===== src/rtl/iob_soc_pbus_merge_if.sv =====
// iob_soc_pbus_merge_if
// One IOb-style native bus link between a requester and a responder.
//   valid/addr/wdata/wstrb : request, driven by the requester (wstrb==0 is a read)
//   ready                  : request acceptance, driven by the responder
//   rvalid/rdata           : read response, driven by the responder
// Modports: master = requester side, slave = responder side.
interface iob_soc_pbus_merge_if #(
    parameter int ADDR_W = 28,
    parameter int DATA_W = 32
);
    logic                  valid;
    logic [ADDR_W-1:0]     addr;
    logic [DATA_W-1:0]     wdata;
    logic [DATA_W/8-1:0]   wstrb;
    logic                  ready;
    logic                  rvalid;
    logic [DATA_W-1:0]     rdata;

    modport master (
        output valid, addr, wdata, wstrb,
        input  ready, rvalid, rdata
    );

    modport slave (
        input  valid, addr, wdata, wstrb,
        output ready, rvalid, rdata
    );
endinterface


===== src/rtl/iob_soc_pbus_merge.sv =====
// iob_soc_pbus_merge
// Merges four IOb manager ports onto one subordinate port with round-robin
// arbitration and a single outstanding transaction.
//   clk_i       : clock, rising edge
//   cke_i       : clock enable; 0 holds state, grant and pointer
//   rst_i       : synchronous active-high reset
//   input0..3_iob : manager-side links (slave modport)
//   output_iob  : subordinate-side link (master modport)
module iob_soc_pbus_merge #(
    parameter int ADDR_W = 28,
    parameter int DATA_W = 32
) (
    input  logic                         clk_i,
    input  logic                         cke_i,
    input  logic                         rst_i,
    iob_soc_pbus_merge_if.slave          input0_iob,
    iob_soc_pbus_merge_if.slave          input1_iob,
    iob_soc_pbus_merge_if.slave          input2_iob,
    iob_soc_pbus_merge_if.slave          input3_iob,
    iob_soc_pbus_merge_if.master         output_iob
);
    localparam int STRB_W = DATA_W / 8;

    typedef enum logic [1:0] {
        IDLE    = 2'd0,
        BUSY    = 2'd1,
        WAIT_RD = 2'd2
    } state_t;

    state_t      state_q, state_d;
    logic [1:0]  grant_q, grant_d;
    logic [1:0]  ptr_q, ptr_d;

    // Manager ports gathered into arrays so the grant can index them.
    logic [3:0]         m_valid;
    logic [ADDR_W-1:0]  m_addr  [4];
    logic [DATA_W-1:0]  m_wdata [4];
    logic [STRB_W-1:0]  m_wstrb [4];
    logic [3:0]         m_ready;
    logic [3:0]         m_rvalid;
    logic [DATA_W-1:0]  m_rdata [4];

    assign m_valid  = {input3_iob.valid, input2_iob.valid, input1_iob.valid, input0_iob.valid};
    assign m_addr[0]  = input0_iob.addr;   assign m_addr[1]  = input1_iob.addr;
    assign m_addr[2]  = input2_iob.addr;   assign m_addr[3]  = input3_iob.addr;
    assign m_wdata[0] = input0_iob.wdata;  assign m_wdata[1] = input1_iob.wdata;
    assign m_wdata[2] = input2_iob.wdata;  assign m_wdata[3] = input3_iob.wdata;
    assign m_wstrb[0] = input0_iob.wstrb;  assign m_wstrb[1] = input1_iob.wstrb;
    assign m_wstrb[2] = input2_iob.wstrb;  assign m_wstrb[3] = input3_iob.wstrb;

    assign input0_iob.ready  = m_ready[0];   assign input1_iob.ready  = m_ready[1];
    assign input2_iob.ready  = m_ready[2];   assign input3_iob.ready  = m_ready[3];
    assign input0_iob.rvalid = m_rvalid[0];  assign input1_iob.rvalid = m_rvalid[1];
    assign input2_iob.rvalid = m_rvalid[2];  assign input3_iob.rvalid = m_rvalid[3];
    assign input0_iob.rdata  = m_rdata[0];   assign input1_iob.rdata  = m_rdata[1];
    assign input2_iob.rdata  = m_rdata[2];   assign input3_iob.rdata  = m_rdata[3];

    // Round-robin pick: scanning offsets from high to low lets the
    // requester closest to the pointer overwrite any farther one.
    logic [1:0] pick;
    always_comb begin
        pick = ptr_q;
        for (int i = 3; i >= 0; i--) begin
            if (m_valid[ptr_q + 2'(i)]) begin
                pick = ptr_q + 2'(i);
            end
        end
    end

    logic accept;
    logic is_read;
    assign accept  = (state_q == BUSY) && m_valid[grant_q] && output_iob.ready;
    assign is_read = (m_wstrb[grant_q] == '0);

    // State register
    always_ff @(posedge clk_i) begin
        if (cke_i) begin
            if (rst_i) begin
                state_q <= IDLE;
                grant_q <= 2'd0;
                ptr_q   <= 2'd0;
            end else begin
                state_q <= state_d;
                grant_q <= grant_d;
                ptr_q   <= ptr_d;
            end
        end
    end

    // Next-state logic
    always_comb begin
        state_d = state_q;
        grant_d = grant_q;
        ptr_d   = ptr_q;
        case (state_q)
            IDLE: begin
                if (|m_valid) begin
                    grant_d = pick;
                    state_d = BUSY;
                end
            end
            BUSY: begin
                if (accept) begin
                    if (is_read) begin
                        state_d = WAIT_RD;
                    end else begin
                        state_d = IDLE;
                        ptr_d   = grant_q + 2'd1;
                    end
                end else if (!m_valid[grant_q]) begin
                    // Manager dropped its request before acceptance.
                    state_d = IDLE;
                end
            end
            WAIT_RD: begin
                if (output_iob.rvalid) begin
                    state_d = IDLE;
                    ptr_d   = grant_q + 2'd1;
                end
            end
            default: state_d = IDLE;
        endcase
    end

    // Output logic; everything is forced low while reset is asserted so
    // nothing is accepted or forwarded in the reset cycle itself.
    always_comb begin
        output_iob.valid = 1'b0;
        output_iob.addr  = '0;
        output_iob.wdata = '0;
        output_iob.wstrb = '0;
        m_ready  = '0;
        m_rvalid = '0;
        for (int k = 0; k < 4; k++) begin
            m_rdata[k] = '0;
        end
        if (!rst_i) begin
            case (state_q)
                BUSY: begin
                    output_iob.valid  = m_valid[grant_q];
                    output_iob.addr   = m_addr[grant_q];
                    output_iob.wdata  = m_wdata[grant_q];
                    output_iob.wstrb  = m_wstrb[grant_q];
                    m_ready[grant_q]  = output_iob.ready;
                end
                WAIT_RD: begin
                    if (output_iob.rvalid) begin
                        m_rvalid[grant_q] = 1'b1;
                        m_rdata[grant_q]  = output_iob.rdata;
                    end
                end
                default: ;
            endcase
        end
    end
endmodule


===== src/flat_wrapper.sv =====
// flat-port wrapper written by rule: the top's interface ports become plain ports
module iob_soc_pbus_merge_flat 
#(
    parameter int ADDR_W = 28,
    parameter int DATA_W = 32
)
  (clk_i, cke_i, rst_i, input0_iob_valid, input0_iob_addr, input0_iob_wdata, input0_iob_wstrb, input0_iob_ready, input0_iob_rvalid, input0_iob_rdata, input1_iob_valid, input1_iob_addr, input1_iob_wdata, input1_iob_wstrb, input1_iob_ready, input1_iob_rvalid, input1_iob_rdata, input2_iob_valid, input2_iob_addr, input2_iob_wdata, input2_iob_wstrb, input2_iob_ready, input2_iob_rvalid, input2_iob_rdata, input3_iob_valid, input3_iob_addr, input3_iob_wdata, input3_iob_wstrb, input3_iob_ready, input3_iob_rvalid, input3_iob_rdata, output_iob_valid, output_iob_addr, output_iob_wdata, output_iob_wstrb, output_iob_ready, output_iob_rvalid, output_iob_rdata);
  iob_soc_pbus_merge_if #(.ADDR_W(ADDR_W), .DATA_W(DATA_W)) input0_iob_i ();
  iob_soc_pbus_merge_if #(.ADDR_W(ADDR_W), .DATA_W(DATA_W)) input1_iob_i ();
  iob_soc_pbus_merge_if #(.ADDR_W(ADDR_W), .DATA_W(DATA_W)) input2_iob_i ();
  iob_soc_pbus_merge_if #(.ADDR_W(ADDR_W), .DATA_W(DATA_W)) input3_iob_i ();
  iob_soc_pbus_merge_if #(.ADDR_W(ADDR_W), .DATA_W(DATA_W)) output_iob_i ();
  input  logic clk_i;
  input  logic cke_i;
  input  logic rst_i;
  input wire logic [$bits(input0_iob_i.valid)-1:0] input0_iob_valid;
  input wire logic [$bits(input0_iob_i.addr)-1:0] input0_iob_addr;
  input wire logic [$bits(input0_iob_i.wdata)-1:0] input0_iob_wdata;
  input wire logic [$bits(input0_iob_i.wstrb)-1:0] input0_iob_wstrb;
  output wire logic [$bits(input0_iob_i.ready)-1:0] input0_iob_ready;
  output wire logic [$bits(input0_iob_i.rvalid)-1:0] input0_iob_rvalid;
  output wire logic [$bits(input0_iob_i.rdata)-1:0] input0_iob_rdata;
  input wire logic [$bits(input1_iob_i.valid)-1:0] input1_iob_valid;
  input wire logic [$bits(input1_iob_i.addr)-1:0] input1_iob_addr;
  input wire logic [$bits(input1_iob_i.wdata)-1:0] input1_iob_wdata;
  input wire logic [$bits(input1_iob_i.wstrb)-1:0] input1_iob_wstrb;
  output wire logic [$bits(input1_iob_i.ready)-1:0] input1_iob_ready;
  output wire logic [$bits(input1_iob_i.rvalid)-1:0] input1_iob_rvalid;
  output wire logic [$bits(input1_iob_i.rdata)-1:0] input1_iob_rdata;
  input wire logic [$bits(input2_iob_i.valid)-1:0] input2_iob_valid;
  input wire logic [$bits(input2_iob_i.addr)-1:0] input2_iob_addr;
  input wire logic [$bits(input2_iob_i.wdata)-1:0] input2_iob_wdata;
  input wire logic [$bits(input2_iob_i.wstrb)-1:0] input2_iob_wstrb;
  output wire logic [$bits(input2_iob_i.ready)-1:0] input2_iob_ready;
  output wire logic [$bits(input2_iob_i.rvalid)-1:0] input2_iob_rvalid;
  output wire logic [$bits(input2_iob_i.rdata)-1:0] input2_iob_rdata;
  input wire logic [$bits(input3_iob_i.valid)-1:0] input3_iob_valid;
  input wire logic [$bits(input3_iob_i.addr)-1:0] input3_iob_addr;
  input wire logic [$bits(input3_iob_i.wdata)-1:0] input3_iob_wdata;
  input wire logic [$bits(input3_iob_i.wstrb)-1:0] input3_iob_wstrb;
  output wire logic [$bits(input3_iob_i.ready)-1:0] input3_iob_ready;
  output wire logic [$bits(input3_iob_i.rvalid)-1:0] input3_iob_rvalid;
  output wire logic [$bits(input3_iob_i.rdata)-1:0] input3_iob_rdata;
  output wire logic [$bits(output_iob_i.valid)-1:0] output_iob_valid;
  output wire logic [$bits(output_iob_i.addr)-1:0] output_iob_addr;
  output wire logic [$bits(output_iob_i.wdata)-1:0] output_iob_wdata;
  output wire logic [$bits(output_iob_i.wstrb)-1:0] output_iob_wstrb;
  input wire logic [$bits(output_iob_i.ready)-1:0] output_iob_ready;
  input wire logic [$bits(output_iob_i.rvalid)-1:0] output_iob_rvalid;
  input wire logic [$bits(output_iob_i.rdata)-1:0] output_iob_rdata;
  assign input0_iob_i.valid = input0_iob_valid;
  assign input0_iob_i.addr = input0_iob_addr;
  assign input0_iob_i.wdata = input0_iob_wdata;
  assign input0_iob_i.wstrb = input0_iob_wstrb;
  assign input0_iob_ready = input0_iob_i.ready;
  assign input0_iob_rvalid = input0_iob_i.rvalid;
  assign input0_iob_rdata = input0_iob_i.rdata;
  assign input1_iob_i.valid = input1_iob_valid;
  assign input1_iob_i.addr = input1_iob_addr;
  assign input1_iob_i.wdata = input1_iob_wdata;
  assign input1_iob_i.wstrb = input1_iob_wstrb;
  assign input1_iob_ready = input1_iob_i.ready;
  assign input1_iob_rvalid = input1_iob_i.rvalid;
  assign input1_iob_rdata = input1_iob_i.rdata;
  assign input2_iob_i.valid = input2_iob_valid;
  assign input2_iob_i.addr = input2_iob_addr;
  assign input2_iob_i.wdata = input2_iob_wdata;
  assign input2_iob_i.wstrb = input2_iob_wstrb;
  assign input2_iob_ready = input2_iob_i.ready;
  assign input2_iob_rvalid = input2_iob_i.rvalid;
  assign input2_iob_rdata = input2_iob_i.rdata;
  assign input3_iob_i.valid = input3_iob_valid;
  assign input3_iob_i.addr = input3_iob_addr;
  assign input3_iob_i.wdata = input3_iob_wdata;
  assign input3_iob_i.wstrb = input3_iob_wstrb;
  assign input3_iob_ready = input3_iob_i.ready;
  assign input3_iob_rvalid = input3_iob_i.rvalid;
  assign input3_iob_rdata = input3_iob_i.rdata;
  assign output_iob_valid = output_iob_i.valid;
  assign output_iob_addr = output_iob_i.addr;
  assign output_iob_wdata = output_iob_i.wdata;
  assign output_iob_wstrb = output_iob_i.wstrb;
  assign output_iob_i.ready = output_iob_ready;
  assign output_iob_i.rvalid = output_iob_rvalid;
  assign output_iob_i.rdata = output_iob_rdata;
  iob_soc_pbus_merge #(.ADDR_W(ADDR_W), .DATA_W(DATA_W)) u_core (.clk_i(clk_i), .cke_i(cke_i), .rst_i(rst_i), .input0_iob(input0_iob_i), .input1_iob(input1_iob_i), .input2_iob(input2_iob_i), .input3_iob(input3_iob_i), .output_iob(output_iob_i));
endmodule

===== config.mk =====
export PLATFORM = sky130hd
export DESIGN_NAME = iob_soc_pbus_merge_flat
export DESIGN_NICKNAME = d
export VERILOG_FILES = /design/src/rtl/iob_soc_pbus_merge_if.sv /design/src/rtl/iob_soc_pbus_merge.sv /design/src/flat_wrapper.sv
export SDC_FILE = /design/constraint.sdc
export NUM_CORES = 1
export LEC_CHECK = 0
export ABC_CLOCK_PERIOD_IN_PS = 2500
export CAP_MARGIN = 25
export CORE_AREA = 2 2 196 198
export CTS_CLUSTER_DIAMETER = 40
export DETAILED_ROUTE_END_ITERATION = 10
export DIE_AREA = 0 0 198 200
export HOLD_SLACK_MARGIN = 0.02
export PLACE_DENSITY_LB_ADDON = 0.15
export SETUP_SLACK_MARGIN = 0.15
export SYNTH_ARGS = -nofsm -noshare
export SYNTH_HDL_FRONTEND = slang
export SYNTH_SLANG_ARGS = --single-unit
export TNS_END_PERCENT = 30

===== constraint.sdc =====
create_clock -name clk_i -period 2.5 [get_ports clk_i]
set_clock_uncertainty 0.1 [all_clocks]
set_input_delay 0.75 -clock clk_i [delete_from_list [all_inputs] [get_ports clk_i]]
set_output_delay 0.75 -clock clk_i [all_outputs]
set_load 0.02 [all_outputs]

==> metrics.cfg <==
[status]
outcome = finished with violations
violations = negative setup slack

[detailed_routing]
drc_errors = 0
wire_per_inst_um = 18.75
routed_wl_um = 27210
num_vias = 5179
first_iter_violations = 131
firstDrtPassIters = 4
detail-route-antenna-nets = 0
viasPerCell = 3.569

[layout]
final_core_util_pct = 30.32
syn_to_final_growth_pct = 237.1
nets = 1240
layout-drive-gt1-share_pct = 59.23
fillers = 3941

[worst_setup_path]
crit_chain = buf_8 -> or3b_4 -> buf_16 -> buf_16 -> buf_12 -> nor2b_4 -> buf_6
cpPeakStageDelay_ns = 0.47
critPathSlowestCell = or3b_4
critical-path-top-delay-family = buffers and inverters
worstSetupPathType = in2out
crit_buf_inv = 5
crit_cells = 7
ff2ff_path_depth = 7
crit_fanout = 7
start_kind = primary input
reg2reg_slack_ns = 0.20
arrival_ns = 2.02
cp.required_ns = 1.65
crit_path_end_kind = primary output
worst_path_most_repeated_cell = buf_16

[floorplan]
boundaryPins = 498
fp.dieH_um = 200
start_util_pct = 8.993
die-area_um2 = 39600
core_um2 = 37400
die_x_um = 198
rows = 71

[logic_synthesis]
synth.largest_area_cell = mux4_2
ys_ff_latch = 6
syn_inst = 354
yosysWarnings = 0
syn-cell-area_um2 = 3363
synth-seq-area-share_pct = 5.357
syn_avg_cell_area_um2 = 9.501
synth.distinct_cells = 30
synth_top_area_share_pct = 43.53
yosys-top-cells-area = mux4_2 (44%), and2_1 (24%), nor2b_1 (13%), edfxtp_1 (5.4%), clkbuf_1 (2.7%)
synth_fp_nets = 655

[global_route]
gr-total-overflow = 0
grt_max_degree = 24
grt_usage_pct = 12.58
antenna_found_initial = 5
grt_pass1_wl_um = 36280
grt_pass1_vias = 5465

[clock_network]
insertion_delay_ns = 0.23
numCtsBuffers = 3
path_clk_slew_ns = 0.03
cts.sinks = 6
cts_htree_levels = 1
clockRootBuffer = clkbuf_16
cts_tree = done
ctsHoldBuffers = 0
clockBufferDepth = 2

[placement]
portBuffers = 497
place.gp.congestion = 0.8204
preCtsSetupSlack_ns = -1.162
hpwl_um = 22040

[timing]
maxSlewViolCount = 0
finalSetupViolCount = 201
fin_crit_ns = 2.872
holdWs_ns = 0.5400
finalHoldViolations = 0
worst_slew_pin_slew_ns = 0.2600
min_period_over_period_pct = 114.9
fmax_ghz = 0.3482
finalSetupTns_ns = -48.80
slew_headroom_pct = 82.57
worst_slack_ns = -0.3723
rsz0062_at_grt = yes

[power_and_ir_drop]
p_leak_nw = 5.149
finalPower_mw = 1.818
power_density_nw_per_um2 = 160.3
vdd_drop_max_mv = 0.1451

[hold_path]
hold_path_class = reg2reg
hold-path-cell-count = 1

[flow_run]
max_cap_viol_count = 0

-- through the flow --
| step | cells | cell area, um2 |
|---|---|---|
| 2_1_floorplan | 354 | 3921 |
| 3_3_place_gp | 1391 | 9868 |
| 3_5_place_dp | 1391 | 9868 |
| 4_1_cts | 1434 | 10690 |
| 5_1_grt | 1450 | 11340 |
| 6_report | 1451 | 11340 |
-- worst register-to-register path: stages, from the launching register on --
cell and delay (ns):
edfxtp_1 0.41, buf_12 0.19, buf_12 0.16, mux4_2 0.55, buf_4 0.16, nor4_2 0.24
buf_4 0.17, o31ai_2 0.08
-- repair_timing --
item | CTS | global route
endpoints found under the hold margin | 0 | 0
gates resized for setup | 901 | 427
buffers inserted | 28 | 11
endpoints found under the setup margin | 206 | 208
pin swaps | 3 | 5
gates cloned | 12 | 3
-- cell families after synthesis --
family / synth area share [%]
adders and majority gates: 1.488
and+or+nand+nor: 41.82
buffers and inverters: 5.506
muxes: 43.82
AOI/OAI and AO/OA: 2.009
DFF: 5.357
-- layer usage --
layer / global-route usage (%) / wire length [um] / part of all wire [%] / up-vias
li1: - / - / - / 2438
met4: 1.727 / 270 / 0.99 / 4
met3: 3.797 / 2181 / 8.0 / 20
met5: 0 / 30 / 0.11 / -
met1: 13.56 / 9946 / 37 / 2477
met2: 24.56 / 14780 / 54 / 240
-- cells in the mapped netlist (all sizes together) --
master / number
nor2: 12
or3b: 1
mux2i: 1
a221oi: 1
nor4: 2
o2111a: 1
nand3b: 2
a21boi: 1
nor2b: 68
nor3: 2
a21o: 1
o21ai: 2
nor3b: 4
mux4: 65
o31ai: 1
nand2b: 5
and2: 128
ha: 4
buf: 11
a21oi: 3
nand2: 1
inv: 7
or4: 1
edfxtp: 6
clkbuf: 24
-- path summary, 6_finish.rpt --
| kind | from | to |
|---|---|---|
| setup / recovery | rst_i | output_iob_wdata[0] |
| hold / removal | u_core.state_q[1] | u_core.state_q[0] |
| setup reg to reg | u_core.grant_q[0] | u_core.ptr_q[0] |
| hold reg to reg | u_core.state_q[1] | u_core.state_q[0] |
-- layout by cell type (no fill, tap or decap), types with 2 or more instances in the layout --
cell	netlist	layout
nor2_4	0	4
o21ai_0	2	2
edfxtp_1	6	6
clkdlybuf4s15_2	0	4
nor3_1	2	2
buf_12	0	23
mux4_2	65	65
dlymetal6s2s_1	0	47
nand2b_1	5	2
nor2_1	12	8
nand2b_4	0	3
nor3b_1	2	2
and2_1	128	34
diode_2	0	3
nor2b_1	68	15
buf_2	7	4
clkbuf_2	0	13
buf_16	0	10
buf_8	0	4
a21oi_1	3	3
nor2b_4	0	51
nor2b_2	0	2
buf_6	2	181
and2_4	0	94
ha_4	0	3
buf_4	1	79
dlygate4sd2_1	0	21
nand3b_1	2	2
clkbuf_16	0	6
clkdlybuf4s50_1	0	226
inv_1	7	5
-- layout make-up --
cell class | instances | area [um2] | share of cell area [%]
repair buffers | 615 | 6666 | 58.79
flip-flops and latches | 6 | 180.2 | 1.589
diodes | 3 | 7.507 | 0.06621
clock buffers | 3 | 75.07 | 0.6621
well taps | 511 | 639.4 | 5.639
multi-input cells | 306 | 3734 | 32.93
inverters | 7 | 36.28 | 0.3200
-- power by group --
group / switching, mW / internal (mW) / leakage, nW
Clock: 0.0548 / 0.205 / 0.0370
Sequential: 0.00625 / 0.120 / 0.0594
Combinational: 0.469 / 0.963 / 5.05
Total: 0.530 / 1.29 / 5.15
-- state kept, by name, summed over array words and instances (netlist names) --
signal / count
u_core.grant_q: 2
u_core.ptr_q: 2
u_core.state_q: 2
(Power assumes the default switching activity.)
